File: config.mk
export PLATFORM = sky130hd
export DESIGN_NAME = sm_addsub_pipe
export DESIGN_NICKNAME = d
export VERILOG_FILES = /design/src/rtl/sm_addsub_pipe.sv
export SDC_FILE = /design/constraint.sdc
export NUM_CORES = 1
export LEC_CHECK = 0
export CORE_MARGIN = 2
export CORE_UTILIZATION = 40
export CTS_BUF_LIST = sky130_fd_sc_hd__clkbuf_8 sky130_fd_sc_hd__clkbuf_16
export DETAILED_ROUTE_END_ITERATION = 16
export RECOVER_POWER = 50
export SLEW_MARGIN = 20
export SYNTH_ARGS = -nofsm -noshare
export SYNTH_HDL_FRONTEND = slang
export SYNTH_SLANG_ARGS = --single-unit
File: constraint.sdc
create_clock -name clk -period 3.6 [get_ports clk]
set_input_delay 0.54 -clock clk [delete_from_list [all_inputs] [get_ports clk]]
set_output_delay 0.54 -clock clk [all_outputs]
set_load 0.02 [all_outputs]
File: src/rtl/sm_addsub_pipe.sv
// sm_addsub_pipe
//   Two-stage, multi-lane sign-magnitude add/subtract unit with a shared
//   valid/ready handshake. Each lane word is {sign, magnitude[WIDTH-1:0]}.
//   Stage 1 registers normalised magnitudes, effective signs and the
//   magnitude compare. Stage 2 registers the result and the overflow flag.
//
// Parameters
//   WIDTH : magnitude bits per lane
//   LANES : independent lanes sharing one handshake
//   SAT   : 1 = saturate magnitude on overflow, 0 = wrap (drop the carry)
//
// Ports
//   clk, rst          : clock, synchronous active-high reset
//   in_valid/in_ready : operand-set handshake
//   a, b              : packed operands, lane i at [i*(WIDTH+1) +: WIDTH+1]
//   sub               : per-lane mode, 1 = a-b, 0 = a+b
//   out_valid/out_ready : result handshake
//   sum, ovf          : packed per-lane result and magnitude-overflow flag
//
// Handshake: a transfer happens on a rising edge where valid & ready are
// both 1. A producer holding valid keeps its data stable until that edge.
// ready never depends on the matching valid. Here the pipeline stalls only
// when a result is waiting and the consumer refuses it, so in_ready is the
// combinational inverse of that condition and full-rate flow is possible.
module sm_addsub_pipe #(
   parameter int WIDTH = 16,
   parameter int LANES = 1,
   parameter int SAT   = 1
) (
   input  logic                     clk,
   input  logic                     rst,
   input  logic                     in_valid,
   output logic                     in_ready,
   input  logic [LANES*(WIDTH+1)-1:0] a,
   input  logic [LANES*(WIDTH+1)-1:0] b,
   input  logic [LANES-1:0]         sub,
   output logic                     out_valid,
   input  logic                     out_ready,
   output logic [LANES*(WIDTH+1)-1:0] sum,
   output logic [LANES-1:0]         ovf
);

   localparam int LW = WIDTH + 1;

   logic stall;
   logic s1_valid;

   assign stall    = out_valid & ~out_ready;
   assign in_ready = ~stall;

   // Both stages advance together; an empty stage 1 still moves forward,
   // so bubbles are preserved rather than collapsed.
   always_ff @(posedge clk) begin
      if (rst) begin
         s1_valid  <= 1'b0;
         out_valid <= 1'b0;
      end else if (!stall) begin
         s1_valid  <= in_valid;
         out_valid <= s1_valid;
      end
   end

   for (genvar i = 0; i < LANES; i++) begin : g_lane
      logic [WIDTH-1:0] a_mag_in;
      logic [WIDTH-1:0] b_mag_in;
      logic             a_sgn_in;
      logic             b_sgn_in;

      logic [WIDTH-1:0] s1_a_mag;
      logic [WIDTH-1:0] s1_b_mag;
      logic             s1_a_sgn;
      logic             s1_b_sgn;
      logic             s1_gt;
      logic             s1_eq;
      logic             s1_same;

      logic [WIDTH:0]   raw;
      logic [WIDTH-1:0] nxt_mag;
      logic             nxt_sgn;
      logic             nxt_ovf;

      logic [WIDTH-1:0] sum_mag;
      logic             sum_sgn;
      logic             ovf_r;

      assign a_mag_in = a[i*LW +: WIDTH];
      assign b_mag_in = b[i*LW +: WIDTH];
      // -0 is folded to +0 here so the sign logic downstream never sees it.
      assign a_sgn_in = a[i*LW + WIDTH] & (|a_mag_in);
      assign b_sgn_in = (b[i*LW + WIDTH] ^ sub[i]) & (|b_mag_in);

      always_ff @(posedge clk) begin
         if (rst) begin
            s1_a_mag <= '0;
            s1_b_mag <= '0;
            s1_a_sgn <= 1'b0;
            s1_b_sgn <= 1'b0;
            s1_gt    <= 1'b0;
            s1_eq    <= 1'b0;
            s1_same  <= 1'b0;
         end else if (!stall) begin
            s1_a_mag <= a_mag_in;
            s1_b_mag <= b_mag_in;
            s1_a_sgn <= a_sgn_in;
            s1_b_sgn <= b_sgn_in;
            s1_gt    <= (a_mag_in > b_mag_in);
            s1_eq    <= (a_mag_in == b_mag_in);
            s1_same  <= (a_sgn_in == b_sgn_in);
         end
      end

      always_comb begin
         raw     = {1'b0, s1_a_mag} + {1'b0, s1_b_mag};
         nxt_mag = '0;
         nxt_sgn = 1'b0;
         nxt_ovf = 1'b0;
         if (s1_same) begin
            nxt_sgn = s1_a_sgn;
            nxt_ovf = raw[WIDTH];
            if (raw[WIDTH] && (SAT != 0)) begin
               nxt_mag = '1;
            end else begin
               nxt_mag = raw[WIDTH-1:0];
            end
         end else if (s1_eq) begin
            nxt_mag = '0;
            nxt_sgn = 1'b0;
         end else if (s1_gt) begin
            nxt_mag = s1_a_mag - s1_b_mag;
            nxt_sgn = s1_a_sgn;
         end else begin
            nxt_mag = s1_b_mag - s1_a_mag;
            nxt_sgn = s1_b_sgn;
         end
         // A wrapped sum can land on zero; zero is always reported as +0.
         if (nxt_mag == '0) begin
            nxt_sgn = 1'b0;
         end
      end

      always_ff @(posedge clk) begin
         if (rst) begin
            sum_mag <= '0;
            sum_sgn <= 1'b0;
            ovf_r   <= 1'b0;
         end else if (!stall) begin
            sum_mag <= nxt_mag;
            sum_sgn <= nxt_sgn;
            ovf_r   <= nxt_ovf;
         end
      end

      assign sum[i*LW +: LW] = {sum_sgn, sum_mag};
      assign ovf[i]          = ovf_r;
   end

endmodule

==> metrics.md, run 1 <==
| Metric | Value |
|---|---|
| First-pass GRT wire length | `27.9 mm` |
| CTS Root Cell | `clkbuf_16` |
| YS warnings | `0` |
| P_int | `1.69 mW` |
| Slew @ Worst Pin | `1.15 ns` |
| Clock Path Buffers | `2` |
| Met1 usage | `35.9%` |
| Setup tns final | `0 ns` |
| Tcrit/Tclk final | `92.9%` |
| Port Buffers | `58` |
| WL/cell | `19.1 um` |
| Simple-Gate Fraction of Synth Area | `20.9%` |
| EDFF count, synth | `0` |
| Leakage | `2.70 nW` |
| Antenna viol nets, final | `0` |
| Post-synthesis sequential area ratio | `21.8%` |
| Mux contribution to synthesized area | `2.06%` |
| Initial antenna violation count | `0` |
| Drt initial violations | `460` |
| GP Congestion | `0.968` |
| Pre-Repair DR Iteration Count | `5` |
| Slew Viols, Final | `0` |
| Syn-to-layout area delta | `19.3%` |
| Post-Syn Nets | `802` |
| Most common cell after layout, fill and taps aside | `nand2_1` |
| Grt met2 use | `38.6%` |
| Commonest non-fill, non-tap cells in the layout | `107 x nand2_1, 81 x a21oi_1, 67 x inv_1` |
| N_diodes | `0` |
| Cell area after synthesis | `0.00523 mm2` |
| Starting Density | `41.3%` |
| Top_reg_cell synth | `dfxtp_1` |
| TritonCTS Buffers | `9` |
| # IOs | `59` |
| Flop pwr share | `29.1%` |
| Hold buffers post-CTS | `0` |
| Layout cells sized above 1 | `8.33%` |
| Finished Cell Area | `0.00624 mm2` |
| Core Region | `0.0127 mm2` |
| Fmax | `299 MHz` |
| GRT Max-Usage Layer | `met2` |
| Hold Violations, Final | `0` |
| VDD IR-drop max | `175 uV` |
| Fin nets | `846` |
| Critical path data required time | `3.79 ns` |
| RSZ-0062 raised after global routing | `no` |
| Htree depth | `3` |
| Die area | `0.0140 mm2` |
| Adder-cell share of the synthesized area | `16.5%` |
| Final WL | `17.5 mm` |
| Placed Area | `0.00591 mm2` |
| Psw | `899 uW` |
| CTS tree | `yes` |
| HP Class | `register to register` |
| Crit. End Element | `register` |
| Syn avg cell area | `7.52 um2` |
| # rows | `41` |
| # setup viols final | `0` |
| Critical path type | `register to register` |
| Status | `finished, final reports clean` |
| Routed vias/inst | `5.77` |
| Switching part of the total | `34.8%` |
| Comb power frac | `35.5%` |
| Postcts setup bufs | `0` |
| DRC viols | `0` |
| CP max FO | `11` |
| Total grt overflow | `0` |
| Minimum clock period | `3.35 ns` |
| Post-DP HPWL | `13.8 mm` |
| Post-synthesis compound-gate area fraction | `27.9%` |
| Synthesized flop and latch total | `57` |
| Critical path startpoint category | `register` |
| Die width | `118 um` |
| Gr usage total | `25.3%` |
| Clk sinks | `57` |
| Clock share of power | `35.4%` |
| Post_cts resized | `0` |
| Vias in the first global route | `5166` |
| Synthesized instance count | `696` |
| Max cap viols | `0` |
| Vias | `5282` |
| Slew margin rel. | `23.4%` |
| Post-Synth XOR/XNOR Area | `1.84%` |
| Fill count | `1280` |
| Die height | `118 um` |
| Met3 usage | `4.34%` |
| Worst skew pair latency | `0.34 ns` |
| Power density over cell area | `414 mW/mm2` |
| Maximum number of pins on one net before global-route repair | `57` |
| Arr. time, crit path | `3.53 ns` |
| Yosys cell types | `79` |
| Post-synth ARST share | `0%` |
| Clock transition time at the flip-flop clock pins of the worst setup and hold paths | `0.05 ns` |
| Largest family of logic cells by synthesized area | `compound AO/OA/AOI/OAI gates` |
| Layout Skew | `0.00507 ns` |
[sequential cells by signal, summed over array words and instances, names as in the netlist]
signal,flops
g_lane.s1_gt,1
g_lane.sum_mag,16
s1_valid,1
g_lane.s1_b_sgn,1
g_lane.s1_same,1
g_lane.s1_a_sgn,1
g_lane.s1_a_mag,16
g_lane.sum_sgn,1
out_valid,1
g_lane.s1_b_mag,16
g_lane.s1_eq,1
ovf,1
[synthesized netlist by cell type, drive strengths merged (3+ instances only)]
cell,instances,area [um2]
a2111oi,5,81.3
a211oi,9,72.6
a21o,6,45.0
a21oi,81,405
a22oi,4,30.0
a311oi,4,35.0
a31oi,5,37.5
and3,4,30.0
buf,18,143
clkbuf,21,80.1
dfxtp,57,1140
fa,3,60.1
ha,64,801
inv,67,251
mux2,3,37.5
mux2i,7,70.1
nand2,107,402
nand2b,5,33.8
nand3,16,85.1
nand3b,3,22.5
nand4,10,62.6
nor2,48,180
nor2b,11,71.3
nor3,13,65.1
nor4,11,68.8
o2111ai,6,52.6
o211ai,10,93.8
o21a,11,82.6
o21ai,21,105
o21bai,7,52.6
o22ai,3,25.0
o311ai,3,26.3
o31a,3,27.5
o31ai,5,37.5
o41ai,3,33.8
or2,3,18.8
xnor2,8,70.1
xor2,3,26.3
[final timing paths]
check                         from           endpoint  slack (ns)  cells past startpoint
min reg2reg                    ovf                ovf        0.45                      2
min                            ovf                ovf        0.45                      2
max reg2reg  g_lane[0].s1_a_mag[3]  g_lane[0].sum_sgn        0.25                     11
max          g_lane[0].s1_a_mag[3]  g_lane[0].sum_sgn        0.25                     11
[area by class of cell]
cell class	instances	area (um2)	area share, %
multi-input combinational	532	3650	58.4
clock buffer	10	239	3.83
tap	172	215	3.45
clock inverter	5	72.6	1.16
timing repair buffer	72	672	10.8
sequential	57	1140	18.3
inverter	68	255	4.09
[stage by stage]
| stage | setup slack, ns | utilization (%) | total power, mW | instances | hold WS, ns |
|---|---|---|---|---|---|
| 2_1_floorplan | 0.802 | - | 1.36 | 696 | 0.432 |
| 3_3_place_gp | 0.247 | 46.7 | 1.67 | 901 | 0.437 |
| 3_5_place_dp | 0.162 | 46.7 | 1.66 | 901 | 0.446 |
| 4_1_cts | 0.150 | 49.1 | 2.59 | 916 | 0.453 |
| 5_1_grt | 0.00187 | 49.3 | 2.72 | 916 | 0.482 |
| 6_report | 0.254 | 49.3 | 2.58 | 916 | 0.449 |
[worst max-delay path, cell delays in order (launching register included)]
cell	delay, ns
dfxtp_1	0.39
inv_1	0.07
ha_1	0.54
inv_1	0.17
o221ai_2	0.33
a2111oi_4	0.17
o2111ai_1	0.35
o21ai_1	0.32
a221oi_2	0.29
nand4_1	0.16
nor4_1	0.28
a311oi_1	0.12
[kinds of logic after synthesis]
kind of cell,count (synthesis)
XOR/XNOR,11
flip-flops,57
multiplexers,10
AND/OR/NAND/NOR,237
AO/OA/AOI/OAI,207
buffers and inverters,107
adder cells (fa/ha/maj),67
[power by group through the flow]
| stage | Combinational, mW | Sequential [mW] | Clock (mW) |
|---|---|---|---|
| 2_1_floorplan | 0.578 | 0.783 | 0 |
| 5_1_grt | 1.00 | 0.761 | 0.955 |
| 6_report | 0.918 | 0.751 | 0.916 |
| 4_1_cts | 0.907 | 0.752 | 0.928 |
| 3_3_place_gp | 0.906 | 0.762 | 0 |
| 3_5_place_dp | 0.901 | 0.763 | 0 |
[layer usage]
metal  routed length (um)  part of all wire [%]
met1                 8460                    48
met2                 7460                    43
met3                 1160                   6.7
met4                  369                   2.1
met5                    0                     0
No activity file was read; power rests on OpenSTA's default activity.
==> run 2: changes to the inputs <==
--- a/config.mk
+++ b/config.mk
@@ -5,6 +5,7 @@
 export SDC_FILE = /design/constraint.sdc
 export NUM_CORES = 1
 export LEC_CHECK = 0
+export CORE_ASPECT_RATIO = 0.8
 export CORE_MARGIN = 2
 export CORE_UTILIZATION = 40
 export CTS_BUF_LIST = sky130_fd_sc_hd__clkbuf_8 sky130_fd_sc_hd__clkbuf_16
==> metrics.md, run 2 (synthesized netlist as in run 1, its figures left out) <==
| Metric | Value |
|---|---|
| Status | `finished, final reports clean` |
| Critical path data required time | `3.77 ns (-0.02 ns)` |
| Fin nets | `846 (unchanged)` |
| Critical Path Max Stage Delay | `0.56 ns (+0.02 ns)` |
| Layout cells sized above 1 | `7.92% (-0.41 points)` |
| # setup viols final | `0 (unchanged)` |
| Total grt overflow | `0 (unchanged)` |
| Setup WS pre-CTS | `0.222 ns (+0.0604 ns)` |
| Max cap viols | `0 (unchanged)` |
| Htree depth | `3 (unchanged)` |
| Leakage | `2.67 nW (-1.0%)` |
| Vias | `5306 (+0.45%)` |
| Hold buffers post-CTS | `0 (unchanged)` |
| Finished Cell Area | `0.00622 mm2 (-0.40%)` |
| TritonCTS Buffers | `9 (unchanged)` |
| Gr usage total | `25.3% (about the same)` |
| Minimum clock period | `3.32 ns (-0.0233 ns)` |
| Clock transition time at the flip-flop clock pins of the worst setup and hold paths | `0.06 ns (about the same)` |
| Placed Area | `0.00590 mm2 (-0.19%)` |
| Hold path cells | `2 (unchanged)` |
| Initial antenna violation count | `0 (unchanged)` |
| R2R Setup Slk | `0.28 ns (+0.02 ns)` |
| CP max FO | `6 (-5)` |
| Hold_ws | `0.449 ns (-0.000816 ns)` |
| Die area | `0.0140 mm2 (about the same)` |
| Syn-to-layout area delta | `18.8%` |
| Starting Density | `40.8% (-0.49 points)` |
| CP max-delay cell | `dfxtp_1` |
| Setup tns final | `0 ns (unchanged)` |
| VDD IR-drop max | `231 uV (+32%)` |
| Slew Viols, Final | `0 (unchanged)` |
| Critical path startpoint category | `register` |
| Most common cell after layout, fill and taps aside | `nand2_1` |
| Fill count | `1286 (+0.47%)` |
| Maximum number of pins on one net before global-route repair | `58 (+1.8%)` |
| RSZ-0062 raised after global routing | `no` |
| Layout Skew | `0.00747 ns (+0.00241 ns)` |
| Arr. time, crit path | `3.49 ns (-0.04 ns)` |
| Worst skew pair latency | `0.33 ns (about the same)` |
| Hold_sp | `g_lane[0].sum_mag[5]` |
| Tcrit/Tclk final | `92.3% (-0.65 points)` |
| Critical Path, Cell by Cell | `inv_1, ha_1, nand2b_1, a2111o_1, and4_1, o21ai_0, xnor2_1, a221oi_2, nand4_1, nor4_1, a311oi_1` |
| Critical path type | `register to register` |
| Routed vias/inst | `5.77 (about the same)` |
| FF-to-FF Start | `g_lane[0].s1_a_mag[1]` |
| Power density over cell area | `406 mW/mm2 (-1.8%)` |
| Core Region | `0.0128 mm2 (+1.2%)` |
| # IOs | `59 (unchanged)` |
| FF-to-FF path depth | `11 (unchanged)` |
| Hold endpoint | `g_lane[0].sum_mag[5]` |
| Final WL | `17.4 mm (-0.20%)` |
| Drt initial violations | `385 (-16%)` |
| Clock Path Buffers | `2 (unchanged)` |
| GP Congestion | `0.941 (-2.8%)` |
| # rows | `37 (-9.8%)` |
| Pre-Repair DR Iteration Count | `5 (unchanged)` |
| First-pass GRT wire length | `27.5 mm (-1.5%)` |
| DRC viols | `0 (unchanged)` |
| CTS tree | `yes` |
| HP Class | `register to register` |
| N_diodes | `0 (unchanged)` |
| R2r endpoint | `g_lane[0].sum_sgn` |
| Die width | `132 um (+11%)` |
| Clk sinks | `57 (unchanged)` |
| Largest registers | `g_lane.s1_a_mag x16, g_lane.s1_b_mag x16, g_lane.sum_mag x16` |
| Post-DP HPWL | `13.6 mm (-2.1%)` |
| Port Buffers | `58 (unchanged)` |
| CTS Root Cell | `clkbuf_16` |
| Slew @ Worst Pin | `1.30 ns (+0.151 ns)` |
| Final WS setup | `0.278 ns (+0.0233 ns)` |
| Slew margin rel. | `13.3% (-10 points)` |
| Antenna viol nets, final | `0 (unchanged)` |
| Commonest non-fill, non-tap cells in the layout | `107 x nand2_1, 81 x a21oi_1, 65 x inv_1` |
| Vias in the first global route | `5130 (-0.70%)` |
| WL/cell | `18.9 um (-0.63%)` |
| Die height | `106 um (-10%)` |
| Fmax | `301 MHz (+0.70%)` |
| Hold Violations, Final | `0 (unchanged)` |
| Crit. End Element | `register` |
## run 2: cell count changes in the layout (fill, tap and decap cells not counted), moves of 2 or more
cell / delta
clkinvlp_4: +2
ha_1: +4
clkdlybuf4s50_1: +5
inv_1: -2
dlygate4sd3_1: -5
ha_2: -4
## run 2: repair_timing
action	4_1_cts	5_1_grt
endpoints found under the setup margin	0	1
buffers inserted	0	2
gates resized for setup	0	3
## run 2: per-layer routing
layer,vias to the layer above,track usage [%],part of all wire (%)
met5,-,0,0
met4,0,8.39,2.0
met3,26,5.44,8.1
met2,249,36.4,41
met1,2479,37.1,49
li1,2552,-,-
## run 2: worst max-delay path by stage
stage                                 from                end  cells after the start
finish               g_lane[0].s1_a_mag[1]  g_lane[0].sum_sgn                     11
CTS                 g_lane[0].s1_a_mag[14]  g_lane[0].sum_sgn                     11
floorplan            g_lane[0].s1_a_mag[1]  g_lane[0].sum_sgn                     11
global route         g_lane[0].s1_a_mag[1]  g_lane[0].sum_sgn                     11
detailed placement  g_lane[0].s1_a_mag[14]  g_lane[0].sum_sgn                     11
global placement     g_lane[0].s1_a_mag[5]  g_lane[0].sum_sgn                     11
## run 2: power breakdown
part	switching, mW	internal [mW]	total, mW
Sequential	0.0552	0.693	0.748
Combinational	0.547	0.377	0.924
Clock	0.307	0.549	0.855
## run 2: per-stage QoR
stage	util, %	std cells	total power, mW
floorplan	-	696	1.36
global placement	46.0	902	1.66
detailed placement	46.0	902	1.66
CTS	48.3	918	2.53
global route	48.5	920	2.66
finish	48.5	920	2.53
## run 2: cell type report
type / count / area (um2) / area share [%]
clock buffers: 10 / 239 / 3.84
clock inverters: 6 / 58.8 / 0.946
inverters: 68 / 255 / 4.10
multi-input cells: 532 / 3630 / 58.5
flip-flops and latches: 57 / 1140 / 18.4
well taps: 175 / 219 / 3.52
repair buffers: 72 / 671 / 10.8
## run 2: critical path: cells and delay by family (launching register included)
family,cells,cell delay (ns)
AO/OA/AOI/OAI,4,1.13
XOR/XNOR,1,0.11
adder cells (fa/ha/maj),1,0.34
buffers and inverters,1,0.15
flip-flops,1,0.56
AND/OR/NAND/NOR,4,0.87
==> run 3: changes to the inputs <==
--- a/config.mk
+++ b/config.mk
@@ -6,12 +6,12 @@
 export NUM_CORES = 1
 export LEC_CHECK = 0
 export CORE_ASPECT_RATIO = 0.8
-export CORE_MARGIN = 2
+export CORE_MARGIN = 4
 export CORE_UTILIZATION = 40
 export CTS_BUF_LIST = sky130_fd_sc_hd__clkbuf_8 sky130_fd_sc_hd__clkbuf_16
 export DETAILED_ROUTE_END_ITERATION = 16
 export RECOVER_POWER = 50
-export SLEW_MARGIN = 20
+export SLEW_MARGIN = 25
 export SYNTH_ARGS = -nofsm -noshare
 export SYNTH_HDL_FRONTEND = slang
 export SYNTH_SLANG_ARGS = --single-unit
==> metrics.md, run 3 (synthesized netlist as in run 1, its figures left out) <==
| Metric | Value |
|---|---|
| CP endpoint | `g_lane[0].sum_sgn` |
| Fin nets | `846 (unchanged)` |
| Crit. End Element | `register` |
| Fill count | `1271 (-1.2%)` |
| Largest registers | `g_lane.s1_a_mag x16, g_lane.s1_b_mag x16, g_lane.sum_mag x16` |
| Leakage | `2.69 nW (+0.77%)` |
| Final WL | `18.0 mm (+3.3%)` |
| Core Region | `0.0128 mm2 (unchanged)` |
| R2R Setup Slk | `0.20 ns (-0.08 ns)` |
| Tcrit/Tclk final | `94.4% (+2.1 points)` |
| Vias in the first global route | `5110 (-0.39%)` |
| # rows | `37 (unchanged)` |
| HP Class | `register to register` |
| Critical path startpoint category | `register` |
| TritonCTS Buffers | `9 (unchanged)` |
| Starting Density | `40.8% (unchanged)` |
| FF-to-FF Start | `g_lane[0].s1_a_mag[14]` |
| FF-to-FF path depth | `11 (unchanged)` |
| VDD IR-drop max | `224 uV (-3.0%)` |
| Layout Skew | `0.00769 ns (+0.000220 ns)` |
| Port Buffers | `58 (unchanged)` |
| Die width | `136 um (+3.0%)` |
| Htree depth | `3 (unchanged)` |
| # IOs | `59 (unchanged)` |
| Post-DP HPWL | `14.1 mm (+4.3%)` |
| CTS tree | `yes` |
| Placed Area | `0.00590 mm2 (unchanged)` |
| Most common cell after layout, fill and taps aside | `nand2_1` |
| Reg area | `0.00114 mm2 (unchanged)` |
| Clock transition time at the flip-flop clock pins of the worst setup and hold paths | `0.06 ns (about the same)` |
| Routed vias/inst | `5.72 (-0.79%)` |
| Fmax | `294 MHz (-2.3%)` |
| Setup WS pre-CTS | `0.108 ns (-0.114 ns)` |
| Die height | `110 um (+3.8%)` |
| DRC viols | `0 (unchanged)` |
| Total grt overflow | `0 (unchanged)` |
| CP startpoint | `g_lane[0].s1_a_mag[14]` |
| Power density over cell area | `398 mW/mm2 (-2.2%)` |
| Gr usage total | `24.7% (-0.60 points)` |
| Setup tns final | `0 ns (unchanged)` |
| Worst skew pair latency | `0.33 ns (about the same)` |
| Slew Viols, Final | `0 (unchanged)` |
| Clock Path Buffers | `2 (unchanged)` |
| First-pass GRT wire length | `28.3 mm (+2.9%)` |
| Hold Violations, Final | `0 (unchanged)` |
| Slew margin rel. | `22.0% (+8.7 points)` |
| WL/cell | `19.6 um (+3.3%)` |
| Antenna viol nets, final | `0 (unchanged)` |
| Status | `finished, final reports clean` |
| Layout cells sized above 1 | `8.32% (+0.40 points)` |
| Initial antenna violation count | `0 (unchanged)` |
| CP max FO | `9 (+3)` |
| Die area | `0.0150 mm2 (+6.9%)` |
| Critical path data required time | `3.78 ns (about the same)` |
| Critical path type | `register to register` |
| Finished Cell Area | `0.00620 mm2 (-0.32%)` |
| Commonest non-fill, non-tap cells in the layout | `107 x nand2_1, 81 x a21oi_1, 64 x inv_1, 64 x ha_1, 57 x dfxtp_1` |
| GP Congestion | `0.954 (+1.4%)` |
| Final WS setup | `0.200 ns (-0.0772 ns)` |
| Drt initial violations | `427 (+11%)` |
| Syn-to-layout area delta | `18.5%` |
| Slew @ Worst Pin | `1.17 ns (-0.130 ns)` |
| # setup viols final | `0 (unchanged)` |
| R2r endpoint | `g_lane[0].sum_sgn` |
| Max cap viols | `0 (unchanged)` |
| CTS Root Cell | `clkbuf_16` |
| Vias | `5264 (-0.79%)` |
| Pre-Repair DR Iteration Count | `5 (unchanged)` |
| RSZ-0062 raised after global routing | `no` |
| N_diodes | `0 (unchanged)` |
| Footprint of the multi-input gates | `0.00362 mm2 (-0.31%)` |
| Arr. time, crit path | `3.58 ns (+0.09 ns)` |
| Minimum clock period | `3.40 ns (+0.0772 ns)` |
| Maximum number of pins on one net before global-route repair | `57 (-1.7%)` |
| Clk sinks | `57 (unchanged)` |
| Pwr Total | `2.47 mW (-2.5%)` |
## run 3: cell count changes in the layout (fill, tap and decap cells not counted)
cell,before,now
bufinv_16,1,0
clkinv_4,0,1
dlygate4sd3_1,8,19
clkbuf_1,2,0
inv_1,65,64
inv_6,0,1
a221oi_2,1,2
clkdlybuf4s50_1,49,38
a221oi_4,1,0
buf_4,11,13
## run 3: cell type report
cell class / instances / share of cell area [%]
clock buffers: 10 / 3.86
clock inverters: 6 / 0.686
inverters: 68 / 4.12
multi-input cells: 532 / 58.5
flip-flops and latches: 57 / 18.4
well taps: 175 / 3.53
repair buffers: 72 / 10.9
## run 3: what timing repair did
action                                  CTS  global route
endpoints found under the setup margin    0             1
gates resized for setup                   0             2
setup buffers                             0             2
hold buffers                              0             0
## run 3: worst max-delay path: stages (launching register included)
cell and delay, ns:
dfxtp_1 0.37, inv_1 0.06, ha_1 0.45, inv_1 0.15, a221oi_2 0.42, o311ai_1 0.28
o211ai_4 0.36, a41oi_1 0.21, nor4_1 0.35, nand4_1 0.19, nor4_1 0.30, a311oi_1 0.13
## run 3: worst min-delay path by stage
stage | startpoint | endpoint | slack [ns] | cells after the start
floorplan | g_lane[0].s1_b_sgn | g_lane[0].s1_b_sgn | 0.43 | 2
global placement | s1_valid | s1_valid | 0.44 | 2
detailed placement | g_lane[0].sum_mag[11] | g_lane[0].sum_mag[11] | 0.45 | 2
CTS | g_lane[0].sum_mag[11] | g_lane[0].sum_mag[11] | 0.45 | 2
global route | s1_valid | s1_valid | 0.48 | 2
finish | g_lane[0].sum_mag[11] | g_lane[0].sum_mag[11] | 0.45 | 2
## run 3: layer usage
| layer | global-route usage [%] | part of all wire [%] | vias to the layer above |
|---|---|---|---|
| met5 | 0 | 0 | - |
| met4 | 6.76 | 1.7 | 0 |
| met3 | 6.31 | 8.5 | 20 |
| met2 | 34.7 | 40 | 222 |
| met1 | 37.0 | 50 | 2472 |
| li1 | - | - | 2550 |
## run 3: stage by stage
step                      std cells  hold slack, ns  utilization [%]
after global routing            920           0.477             48.3
final                           920           0.450             48.3
after CTS                       918           0.455             48.2
after floorplan                 696           0.432                -
after global placement          902           0.439             46.0
after detailed placement        902           0.448             46.0
## run 3: power breakdown
| group | switching, mW | internal, mW |
|---|---|---|
| combinational | 0.555 | 0.366 |
| sequential | 0.0536 | 0.693 |
| clock | 0.313 | 0.484 |
| total | 0.921 | 1.54 |
